File: src/rtl/viterbi_frame_seq.sv
// Frame sequencer for the Viterbi encoder/decoder link: drives a seeded LFSR frame into the
// encoder, forwards symbols with scheduled corruption and scores the decoded bits.
module viterbi_frame_seq #(
    parameter int unsigned FRAME_LEN = 256,
    parameter int unsigned TAIL      = 2,
    parameter int unsigned DEC_LAT   = 16,
    parameter int unsigned EXP_DEPTH = 64,
    parameter int unsigned PER_W     = 4
) (
    input  logic             clk,
    input  logic             rst,
    input  logic             start_i,
    input  logic [15:0]      seed_i,
    input  logic             err_en_i,
    input  logic [PER_W-1:0] err_period_i,
    input  logic [1:0]       err_mask_i,
    output logic             enc_en_o,
    output logic             enc_d_o,
    input  logic             enc_valid_i,
    input  logic [1:0]       enc_sym_i,
    output logic             dec_en_o,
    output logic [1:0]       dec_sym_o,
    input  logic             dec_d_i,
    output logic             busy_o,
    output logic             done_o,
    output logic             timeout_o,
    output logic [15:0]      inj_cnt_o,
    output logic [15:0]      bit_err_o
);

    localparam int unsigned WD_LIM = 4 * DEC_LAT + 64;
    localparam int unsigned AW     = $clog2(EXP_DEPTH);
    localparam int unsigned WW     = $clog2(WD_LIM);

    localparam logic [15:0]   LEN16   = 16'(FRAME_LEN);
    localparam logic [15:0]   TOT16   = 16'(FRAME_LEN + TAIL);
    localparam logic [15:0]   LAST16  = 16'(FRAME_LEN + TAIL - 1);
    localparam logic [WW-1:0] WD_LAST = WW'(WD_LIM - 1);

    typedef enum logic [1:0] {StIdle, StFeed, StDrain, StDone} state_e;

    state_e               state_q, state_d;
    logic [15:0]          lfsr_q, lfsr_d;
    logic [15:0]          feed_cnt_q, feed_cnt_d;
    logic [WW-1:0]        wd_cnt_q, wd_cnt_d;
    logic                 err_en_q, err_en_d;
    logic [PER_W-1:0]     period_q, period_d;
    logic [1:0]           mask_q, mask_d;
    logic [PER_W-1:0]     per_cnt_q, per_cnt_d;
    logic                 dec_en_q, dec_en_d;
    logic [1:0]           dec_sym_q, dec_sym_d;
    logic [DEC_LAT-1:0]   sr_q, sr_d;
    logic [EXP_DEPTH-1:0] fifo_q, fifo_d;
    logic [AW:0]          wr_ptr_q, wr_ptr_d;
    logic [AW:0]          rd_ptr_q, rd_ptr_d;
    logic                 ovf_q, ovf_d;
    logic [15:0]          cmp_cnt_q, cmp_cnt_d;
    logic [15:0]          inj_cnt_q, inj_cnt_d;
    logic [15:0]          bit_err_q, bit_err_d;
    logic                 timeout_q, timeout_d;

    logic full, empty, strobe, pop_bit, payload, feed_bit, lfsr_fb, inject, push;

    function automatic logic [15:0] sat_inc(input logic [15:0] v);
        return (v == 16'hFFFF) ? v : v + 16'd1;
    endfunction

    assign full     = (wr_ptr_q[AW] != rd_ptr_q[AW]) &&
                      (wr_ptr_q[AW-1:0] == rd_ptr_q[AW-1:0]);
    assign empty    = (wr_ptr_q == rd_ptr_q);
    assign strobe   = sr_q[DEC_LAT-1];
    assign pop_bit  = empty ? 1'b0 : fifo_q[rd_ptr_q[AW-1:0]];
    assign payload  = (feed_cnt_q < LEN16);
    assign feed_bit = payload ? lfsr_q[0] : 1'b0;
    // Fibonacci taps for x^16+x^14+x^13+x^11+1 in a right-shifting register
    assign lfsr_fb  = lfsr_q[0] ^ lfsr_q[2] ^ lfsr_q[3] ^ lfsr_q[5];
    assign inject   = enc_valid_i && err_en_q && (per_cnt_q == period_q);
    assign push     = (state_q == StFeed);

    always_comb begin
        state_d    = state_q;
        lfsr_d     = lfsr_q;
        feed_cnt_d = feed_cnt_q;
        wd_cnt_d   = wd_cnt_q;
        err_en_d   = err_en_q;
        period_d   = period_q;
        mask_d     = mask_q;
        per_cnt_d  = per_cnt_q;
        fifo_d     = fifo_q;
        wr_ptr_d   = wr_ptr_q;
        rd_ptr_d   = rd_ptr_q;
        ovf_d      = ovf_q;
        cmp_cnt_d  = cmp_cnt_q;
        inj_cnt_d  = inj_cnt_q;
        bit_err_d  = bit_err_q;
        timeout_d  = timeout_q;
        enc_en_o   = 1'b0;
        enc_d_o    = 1'b0;
        done_o     = 1'b0;

        // Symbol path runs every cycle, independent of the frame state
        dec_en_d  = enc_valid_i;
        dec_sym_d = enc_sym_i ^ (inject ? mask_q : 2'b00);
        sr_d      = (sr_q << 1) | DEC_LAT'(dec_en_q);

        if (enc_valid_i) begin
            per_cnt_d = (per_cnt_q == period_q) ? '0 : per_cnt_q + 1'b1;
        end
        if (inject) begin
            inj_cnt_d = sat_inc(inj_cnt_q);
        end

        if (push) begin
            if (full) begin
                ovf_d = 1'b1;
            end else begin
                fifo_d[wr_ptr_q[AW-1:0]] = feed_bit;
                wr_ptr_d = wr_ptr_q + 1'b1;
            end
        end
        if (strobe) begin
            if (!empty) begin
                rd_ptr_d = rd_ptr_q + 1'b1;
            end
            if (pop_bit != dec_d_i) begin
                bit_err_d = sat_inc(bit_err_q);
            end
            cmp_cnt_d = sat_inc(cmp_cnt_q);
        end

        unique case (state_q)
            StIdle: begin
                if (start_i) begin
                    err_en_d   = err_en_i;
                    period_d   = err_period_i;
                    mask_d     = err_mask_i;
                    lfsr_d     = (seed_i == 16'h0000) ? 16'h0001 : seed_i;
                    feed_cnt_d = '0;
                    wd_cnt_d   = '0;
                    per_cnt_d  = '0;
                    wr_ptr_d   = '0;
                    rd_ptr_d   = '0;
                    ovf_d      = 1'b0;
                    cmp_cnt_d  = '0;
                    inj_cnt_d  = '0;
                    bit_err_d  = '0;
                    timeout_d  = 1'b0;
                    state_d    = StFeed;
                end
            end
            StFeed: begin
                enc_en_o   = 1'b1;
                enc_d_o    = feed_bit;
                feed_cnt_d = feed_cnt_q + 16'd1;
                if (payload) begin
                    lfsr_d = {lfsr_fb, lfsr_q[15:1]};
                end
                if (feed_cnt_q == LAST16) begin
                    wd_cnt_d = '0;
                    state_d  = StDrain;
                end
            end
            StDrain: begin
                if (cmp_cnt_q == TOT16) begin
                    timeout_d = timeout_q | ovf_q;
                    state_d   = StDone;
                end else if (wd_cnt_q == WD_LAST) begin
                    timeout_d = 1'b1;
                    state_d   = StDone;
                end else begin
                    wd_cnt_d = wd_cnt_q + 1'b1;
                end
            end
            StDone: begin
                done_o  = 1'b1;
                state_d = StIdle;
            end
            default: state_d = StIdle;
        endcase
    end

    always_ff @(posedge clk or negedge rst) begin
        if (!rst) begin
            state_q    <= StIdle;
            lfsr_q     <= '0;
            feed_cnt_q <= '0;
            wd_cnt_q   <= '0;
            err_en_q   <= 1'b0;
            period_q   <= '0;
            mask_q     <= '0;
            per_cnt_q  <= '0;
            dec_en_q   <= 1'b0;
            dec_sym_q  <= '0;
            sr_q       <= '0;
            fifo_q     <= '0;
            wr_ptr_q   <= '0;
            rd_ptr_q   <= '0;
            ovf_q      <= 1'b0;
            cmp_cnt_q  <= '0;
            inj_cnt_q  <= '0;
            bit_err_q  <= '0;
            timeout_q  <= 1'b0;
        end else begin
            state_q    <= state_d;
            lfsr_q     <= lfsr_d;
            feed_cnt_q <= feed_cnt_d;
            wd_cnt_q   <= wd_cnt_d;
            err_en_q   <= err_en_d;
            period_q   <= period_d;
            mask_q     <= mask_d;
            per_cnt_q  <= per_cnt_d;
            dec_en_q   <= dec_en_d;
            dec_sym_q  <= dec_sym_d;
            sr_q       <= sr_d;
            fifo_q     <= fifo_d;
            wr_ptr_q   <= wr_ptr_d;
            rd_ptr_q   <= rd_ptr_d;
            ovf_q      <= ovf_d;
            cmp_cnt_q  <= cmp_cnt_d;
            inj_cnt_q  <= inj_cnt_d;
            bit_err_q  <= bit_err_d;
            timeout_q  <= timeout_d;
        end
    end

    assign dec_en_o  = dec_en_q;
    assign dec_sym_o = dec_sym_q;
    assign busy_o    = (state_q != StIdle);
    assign timeout_o = timeout_q;
    assign inj_cnt_o = inj_cnt_q;
    assign bit_err_o = bit_err_q;

endmodule

File: config.mk
export PLATFORM = sky130hd
export DESIGN_NAME = viterbi_frame_seq
export DESIGN_NICKNAME = d
export VERILOG_FILES = /design/src/rtl/viterbi_frame_seq.sv
export SDC_FILE = /design/constraint.sdc
export NUM_CORES = 1
export LEC_CHECK = 0
export ABC_AREA = 1
export CAP_MARGIN = 15
export CORE_MARGIN = 2
export CORE_UTILIZATION = 33
export CTS_CLUSTER_SIZE = 8
export DETAILED_ROUTE_END_ITERATION = 8
export PLACE_DENSITY_LB_ADDON = 0.25
export SLEW_MARGIN = 15
export SYNTH_ARGS = -nofsm -noshare
export SYNTH_HDL_FRONTEND = slang
export SYNTH_SLANG_ARGS = --single-unit
File: constraint.sdc
create_clock -name clk -period 2 [get_ports clk]
set_input_delay 0.3 -clock clk [delete_from_list [all_inputs] [get_ports clk]]
set_output_delay 0.3 -clock clk [all_outputs]
set_load 0.02 [all_outputs]
==> results.toml <==
[outcome]
status = "complete, but fails checks"
violations = "negative setup slack"

[routing]
vias = 9604
vias_per_cell = 4.92
drt_wl_total_um = 28500
post-route-drc-count = 0
drt_iter0_drc = 544
ant_nets = 0
routedWlPerCell_um = 14.6
first_pass_iters = 5

[critical_path]
cpMostUsedCell = "nand3_2"
max_stage_delay_ps = 460
path_buf_inv = 6
r2r_setup_slack_ps = -210
path_depth = 17
critPathTopFamily = "buffers and inverters"
cp_data_arrival_time_ps = 2560
critPathCapture = "bit_err_o[3]"
reg2regPathDepth = 17
crit_type = "reg -> reg"
cpMaxStageDelayCell = "dfrtp_2"
worstPathRequired_ps = 2350
startpoint_type = "flip-flop"
reg2reg_to = "bit_err_o[3]"
r2r_start = "rd_ptr_q[0]"
crit_chain = "buf_8, clkbuf_16, o21ai_4, nand2_1, nand3_2, nand3_2, nand2_2, nand3_2, nand2_4, nand3_4, buf_6, buf_6, buf_4, nand4_1, nand2_1, inv_1, nor2_1"
cp_max_fo = 6
worst_setup_path_end_kind = "flip-flop"
crit_start = "rd_ptr_q[0]"

[place]
gp_congestion = 0.833
numPortBuffers = 69
placed_area_mm2 = 0.0123
dp_hpwl_um = 18500
pre_cts_ws_ps = -293

[global_route]
grt_pass1_vias = 9293
grt_pass1_wl_um = 45900
antenna_found_initial = 0
grt_max_degree = 62
grt_use_total_pct = 17.1
gr-total-overflow = 0

[floorplan]
die_h_um = 180
initial_core_util_pct = 33.5
core_area_mm2 = 0.0305
num_rows = 64
num_io_pins = 70
dieArea_mm2 = 0.0324
dieWidth_um = 180

[worst_hold_path]
hp-class = "reg -> reg"
hold_depth = 0

[timing]
tns_ps = -6300
fin_crit_sh_pct = 111
max_freq_mhz = 452
period_needed_ps = 2210
slew_headroom_pct = 42.0
holdWs_ps = 351
setup_viol = 83
clock_skew_ps = 15.0
maxSlewViolCount = 0
tightest_slew_ps = 870
rsz0062_at_grt = "true"
worst_slack_ps = -212
finalHoldViolCount = 0

[synth]
ys_ff_latch = 199
ys_seq_area_share_pct = 48.7
ys_types = 43
yosysWarnings = 0
synthTopCellsByArea = "dfrtp_1 (49%), nand2_1 (13%), nor2_1 (5.8%)"
synth-edff-count = 0
synth_cells = 1327
synthFlopType = "dfrtp_1"
synth_area_mm2 = 0.0102
syn_avg_cell_area_um2 = 7.70
yosysTopAreaCell = "dfrtp_1"
yosys.area.top_type_share_pct = 48.7
synthesis.nets = 1371
synthArstFlopShare_pct = 100

[clocking]
htree_levels = 4
cts.sinks = 199
cts.clk_slew.worst_paths_ps = 80
clockBufferDepth = 2
clk_latency_ps = 450
numCtsBuffers = 17
root_buffer = "clkbuf_16"
cts_tree = "built"

[flow_run]
maxCapViolCount = 0

[layout]
fin_util_pct = 48.0
regArea_mm2 = 0.00499
drive_above_1_share_pct = 30.1
syn2layout_area_growth_pct = 43.4
num-fill-cells = 2875
fin_area_mm2 = 0.0147
n_antenna_cell = 0
multi_input_area_mm2 = 0.00560
layout.nets = 1589

[power]
p_leak_nw = 7.11
power.density_mw_per_mm2 = 834
vdd_drop_max_mv = 0.686
[where the power goes]
part	total (mW)	leakage, nW	switching [mW]	internal [mW]
combinational	3.89	4.31	2.15	1.74
sequential	4.71	2.50	0.340	4.37
clock	3.63	0.302	1.81	1.82
[worst min-delay path by stage]
stage / endpoint / startpoint / slack, ps
3_5_place_dp: fifo_q[11] / rst / 270
5_1_grt: sr_q[6] / sr_q[5] / 360
6_report: sr_q[12] / sr_q[11] / 350
3_3_place_gp: fifo_q[51] / rst / 270
2_1_floorplan: bit_err_o[0] / rst / 4
4_1_cts: sr_q[2] / sr_q[1] / 350
[metrics by stage]
step / std cells / power (mW)
global placement: 1878 / 8.01
global route: 1954 / 12.9
detailed placement: 1878 / 8.04
finish: 1954 / 12.2
floorplan: 1327 / 6.55
CTS: 1927 / 11.8
[registers in the layout, indices dropped and copies added (netlist names), 4 cells and up]
name / cells
bit_err_o: 16
cmp_cnt_q: 16
feed_cnt_q: 16
fifo_q: 64
inj_cnt_o: 16
lfsr_q: 16
per_cnt_q: 4
period_q: 4
rd_ptr_q: 7
sr_q: 16
wd_cnt_q: 7
wr_ptr_q: 7
[cell usage in the layout (no fill, tap or decap), types with 33 or more instances in the layout]
master | netlist | layout
nand2_2 | 3 | 59
dfrtp_1 | 199 | 193
o21ai_0 | 107 | 33
clkdlybuf4s50_1 | 0 | 64
nand2_4 | 1 | 45
nand3_1 | 78 | 61
inv_1 | 151 | 127
o21ai_1 | 3 | 41
nand2_1 | 355 | 254
a21oi_1 | 61 | 49
o21ai_2 | 1 | 35
nor2_1 | 159 | 133
buf_4 | 4 | 127
[timing repair]
action | 4_1_cts | 5_1_grt
endpoints found under the setup margin | 91 | 132
pin swaps | 12 | 75
buffers inserted | 18 | 25
endpoints found under the hold margin | 33 | 0
cloned | 1 | 6
resized for setup | 170 | 265
hold buffers | 1 | 0
[synthesized netlist by cell type, types with 2 or more instances]
library cell	instances
a211oi_1	3
a21oi_1	61
a31oi_1	21
buf_2	14
buf_4	4
buf_6	2
clkbuf_1	20
dfrtp_1	199
ha_1	14
inv_1	151
inv_2	3
mux2i_1	2
nand2_1	355
nand2_2	3
nand3_1	78
nand3b_1	2
nand4_1	23
nor2_1	159
nor3_1	35
nor3_2	7
nor4_1	11
nor4_4	2
o21a_1	4
o21ai_0	107
o21ai_1	3
o31ai_1	5
xnor2_1	7
xor2_1	17
[layer usage]
layer | vias up | GRT usage [%] | wire length (µm)
li1 | 4760 | - | -
met4 | 0 | 4.52 | 531
met5 | - | 0 | 0
met2 | 174 | 28.4 | 13900
met3 | 43 | 3.42 | 1050
met1 | 4627 | 22.8 | 13000
[final cells by class]
| type | count | share of cell area, % |
|---|---|---|
| Sequential cell | 199 | 34.0 |
| Timing Repair Buffer | 240 | 15.9 |
| Tap cell | 396 | 3.38 |
| Multi-Input combinational cell | 931 | 38.2 |
| Inverter | 156 | 4.18 |
| Clock inverter | 15 | 1.43 |
| Clock buffer | 17 | 2.90 |
[logic make-up after synthesis]
kind of cell               share of synthesized area [%]
muxes                                              0.196
adders and majority gates                           1.71
xor gates and xnor gates                            2.06
buffers and inverters                               7.73
DFF                                                 48.7
and+or+nand+nor                                     28.3
AOI/OAI and AO/OA                                   11.3
Note: power is estimated with default switching activity, not from simulation.
